[config.mk]
export PLATFORM = sky130hd
export DESIGN_NAME = fetch_ctrl
export DESIGN_NICKNAME = d
export VERILOG_FILES = /design/src/rtl/fetch_ctrl.sv
export SDC_FILE = /design/constraint.sdc
export NUM_CORES = 1
export LEC_CHECK = 0
export CORE_ASPECT_RATIO = 1.25
export CORE_MARGIN = 4
export CORE_UTILIZATION = 45
export CTS_BUF_LIST = sky130_fd_sc_hd__clkbuf_8
export CTS_CLUSTER_DIAMETER = 150
export DETAILED_ROUTE_END_ITERATION = 10
export PLACE_DENSITY = 0.8
export SYNTH_ARGS = -nofsm -noshare
export SYNTH_HDL_FRONTEND = slang
export SYNTH_SLANG_ARGS = --single-unit
export TNS_END_PERCENT = 10
[constraint.sdc]
create_clock -name clk -period 2.2 [get_ports clk]
set_input_delay 0.44 -clock clk [delete_from_list [all_inputs] [get_ports clk]]
set_output_delay 0.44 -clock clk [all_outputs]
set_load 0.01 [all_outputs]
[src/rtl/fetch_ctrl.sv]
// fetch_ctrl: IF-stage sequencer handling memory waits, taken-branch redirects, flushes and stall counting.
module fetch_ctrl #(
  parameter int N  = 64,
  parameter int CW = 32
) (
  input  logic          clk,
  input  logic          reset,
  input  logic          imem_ready,
  input  logic          stall_D,
  input  logic          branch_taken_M,
  input  logic [N-1:0]  PCBranch_M,
  output logic          imem_req,
  output logic          enable_F,
  output logic          PCSrc_F,
  output logic [N-1:0]  PCBranch_F,
  output logic          valid_F,
  output logic          flush_D,
  output logic          flush_E,
  output logic [CW-1:0] stall_cycles
);
  typedef enum logic [1:0] {BOOT, RUN, PEND} state_t;
  state_t state_q, state_d;
  logic [N-1:0] pend_q;
  logic [CW-1:0] cnt_q;
  logic run, pend;
  always_ff @(posedge clk) begin
    if (reset) begin
      state_q <= BOOT;
      pend_q  <= '0;
      cnt_q   <= '0;
    end else begin
      state_q <= state_d;
      if (run && branch_taken_M && !imem_ready) pend_q <= PCBranch_M;
      if ((run || pend) && !enable_F && cnt_q != '1) cnt_q <= cnt_q + 1'b1;
    end
  end
  always_comb begin
    state_d = reset ? BOOT :
              state_q == BOOT ? RUN :
              state_q == RUN  ? ((branch_taken_M && !imem_ready) ? PEND : RUN) :
              state_q == PEND ? (imem_ready ? RUN : PEND) : BOOT;
  end
  // A redirect overrides a decode stall; a deferred target waits for the outstanding access.
  always_comb begin
    run          = !reset && state_q == RUN;
    pend         = !reset && state_q == PEND;
    imem_req     = run || pend;
    enable_F     = imem_ready && (pend || (run && (branch_taken_M || !stall_D)));
    PCSrc_F      = imem_ready && (pend || (run && branch_taken_M));
    PCBranch_F   = run ? PCBranch_M : pend ? pend_q : '0;
    valid_F      = run && imem_ready && !branch_taken_M && !stall_D;
    flush_D      = run && branch_taken_M;
    flush_E      = run && branch_taken_M;
    stall_cycles = reset ? '0 : cnt_q;
  end
endmodule
==> results.cfg <==
[min_path]
worst_hold_startpoint = pend_q[55]
hold_depth = 2
holdPathEnd = pend_q[55]
holdCritPathClass = flop to flop

[worst_setup_path]
path_max_fanout = 7
r2r_start = state_q[1]
start_kind = flop
crit_buf_inv = 6
r2r_end = cnt_q[13]
arrival_ps = 1770
cpMostUsedCell = buf_12
cp_num_cells = 8
cpPeakStageDelay_ps = 330
cp_cell_sequence = buf_6, nor3b_4, buf_12, buf_8, buf_12, buf_16, a22o_1, buf_2
worstPathRequired_ps = 1760
rrSetupSlack_ps = 60
crit_type = flop to primary output
path_delay_family = buffers and inverters
endpoint_kind = primary output
worst_path_max_delay_cell = dfxtp_2
r2r_cells = 8

[sta]
rsz0062_at_grt = yes
period_minus_slack_ps = 2210
slew_headroom_pct = 65.7
hold_viol = 0
setup_ws_ps = -6.90
worstMarginPinSlew_ps = 512
finalCritPeriodShare_pct = 100
timing.fmax_mhz = 453
finalMaxSlewViolations = 0
fin_skew_ps = 11.6
whs_ps = 459
setup_viol = 5

[final_layout]
final_net_count = 879
fill_cells = 825
drive_gt1_share_pct = 21.5
register_area_um2 = 1960
utilization_pct = 68.6
multiInputGateArea_um2 = 2780
area_growth_pct = 49.1
diodes = 0

[floorplanning]
die_w_um = 101
fp.dieArea_um2 = 12500
rows = 42
initial_core_util_pct = 46.0
ios = 171
core_um2 = 10600
die_y_um = 124

[global_routing]
grt_start_max_net_pins = 65
grt-ovfl-total = 0
globalRouteTotalUtil_pct = 25.6
grt_pass1_vias = 5262
antenna_found_initial = 0
grt_first_pass_wirelength_mm = 26.0

[yosys]
syn_nets = 686
synth_seq_cells = 98
netlist_instances = 616
synth.distinct_cells = 37
syn_avg_cell_area_um2 = 7.89
syn_area_um2 = 4860
yosysSeqAreaShare_pct = 40.4
yosysWarnings = 0

[placed_design]
numPortBuffers = 170
hpwlAfterDp_mm = 11.1
dp_worst_setup_slack_ps = -244
place_congestion = 0.872

[route]
via_per_inst = 5.88
antenna_left = 0
via_count = 5558
route.detailed.drc = 0
firstDrtPassIters = 5
wl_mm = 16.4
wl_per_cell_um = 17.3
drt_iter0_drc = 328

[clock_network]
cts.sinks = 98
cts-hold-fix-buffers = 0
worstSkewPairLatency_ps = 360
cts_made_buffers = 9
root_buffer = clkbuf_8
clk_pin_slew_ps = 90
cts_tree = yes
htree_levels = 3
clk_path_buf_depth = 2

[power]
power.density_nw_per_um2 = 524
seq_power_share_pct = 48.5
power.switching_mw = 0.923
intPower_mw = 2.88
comb_power_share_pct = 16.2
power_switching_share_pct = 24.3
pwr-share-clk_pct = 35.4
power_mw = 3.80
leakagePower_nw = 2.82
peakVddDrop_v = 0.000320

[outcome]
violations = negative setup slack
status = finished, violations left

[job]
cap_violations = 0
==> worst register-to-register path, cell delays in order (launching register included) <==
cell      delay, ps
dfxtp_2         330
buf_6           110
nor3b_4         240
buf_6           170
a21boi_4        240
buf_6           160
o211ai_1        230
nor3_1          220
mux2_2          350
==> metrics by stage <==
stage / TNS, ps / instance area (µm²) / cells
floorplan: 0 / 4860 / 616
global placement: -7280 / 6980 / 913
detailed placement: -9340 / 6980 / 913
CTS: -954 / 7320 / 947
global route: -1860 / 7250 / 946
finish: -24.9 / 7250 / 946
==> sequential cells by signal, summed over array words and instances, names as in the netlist <==
name and count:
pend_q 64, state_q 2, cnt_q 32
==> synth_stat cells, drive strengths merged <==
| master | instances | area share [%] |
|---|---|---|
| buf | 8 | 0.75 |
| and3 | 3 | 0.39 |
| nand2 | 141 | 11 |
| or2 | 2 | 0.26 |
| a311o | 1 | 0.21 |
| nor2b | 37 | 4.8 |
| or4 | 10 | 1.5 |
| a21oi | 78 | 8.0 |
| nand4 | 14 | 1.8 |
| o21ai | 14 | 1.4 |
| nand3 | 10 | 1.0 |
| nor4 | 2 | 0.57 |
| nor3 | 21 | 2.3 |
| o31ai | 10 | 1.5 |
| inv | 2 | 0.15 |
| dfxtp | 98 | 40 |
| nor3b | 1 | 0.26 |
| o2111ai | 3 | 0.54 |
| o21ba | 1 | 0.21 |
| nor2 | 20 | 1.5 |
| nand2b | 2 | 0.26 |
| clkbuf | 38 | 2.9 |
| a21boi | 1 | 0.23 |
| mux2 | 14 | 3.2 |
| o211ai | 2 | 0.31 |
| and2 | 6 | 0.77 |
| a22o | 64 | 12 |
| and4 | 5 | 0.90 |
| and3b | 1 | 0.18 |
| or3 | 5 | 0.64 |
| o21a | 1 | 0.15 |
| ha | 1 | 0.26 |
==> final cells by class <==
type | count | share of cell area [%]
clock inverters | 4 | 1.00
multi-input cells | 470 | 38.4
repair buffers | 228 | 28.8
inverters | 2 | 0.104
flip-flops and latches | 98 | 27.1
well taps | 132 | 2.28
clock buffers | 12 | 2.28
==> how the worst max path moves through the flow <==
stage	from	endpoint	slack, ps
4_1_cts	state_q[1]	PCBranch_F[52]	-120
3_3_place_gp	branch_taken_M	cnt_q[16]	-210
3_5_place_dp	branch_taken_M	cnt_q[28]	-240
5_1_grt	state_q[1]	PCBranch_F[20]	-110
2_1_floorplan	reset	stall_cycles[23]	110
6_report	state_q[1]	PCBranch_F[20]	-7
==> metal layers <==
layer	routed length, µm	share of wire, %	global-route usage [%]
met5	0	0	0
met4	437	2.7	9.64
met3	1340	8.1	4.76
met2	8210	50	45.3
met1	6430	39	30.8
==> kinds of logic after synthesis <==
group,share of synthesized area (%)
AOI/OAI and AO/OA,24.2
adders and majority gates,0.257
buffers and inverters,3.84
DFF,40.4
muxes,3.24
and+or+nand+nor,28.1
==> cells in the final DEF (no fill, tap or decap), types with 5 or more instances in the layout <==
cell type,synthesis,routed
nor2b_1,37,31
dfxtp_1,98,97
clkbuf_2,0,10
a22o_1,64,64
nor3_2,1,5
clkbuf_8,0,12
buf_4,1,37
nand3_1,10,10
or4_1,10,10
buf_6,0,8
nand4_1,14,14
nor3_1,20,16
o31ai_1,10,10
a21oi_1,78,78
buf_12,0,11
mux2_2,14,13
nor2b_2,0,5
buf_2,2,50
and4_1,5,5
clkdlybuf4s50_1,0,98
nand2_1,141,140
nor2_1,20,20
o21ai_0,14,13
or3_1,5,5
==> power groups by stage <==
stage / logic, mW / clock network (mW) / registers, mW
after floorplan: 0.232 / 0 / 1.88
after global placement: 0.582 / 0 / 1.88
after detailed placement: 0.592 / 0 / 1.88
after CTS: 0.629 / 1.37 / 1.84
after global routing: 0.662 / 1.44 / 1.85
final: 0.614 / 1.34 / 1.84
==> what timing repair did <==
item	in CTS	in global routing
cloned	7	0
gates resized for setup	257	32
setup endpoints to repair	70	99
setup buffers	11	2
pin swaps	4	15
endpoints found under the hold margin	0	0
Power figures use the tool's default switching activity.
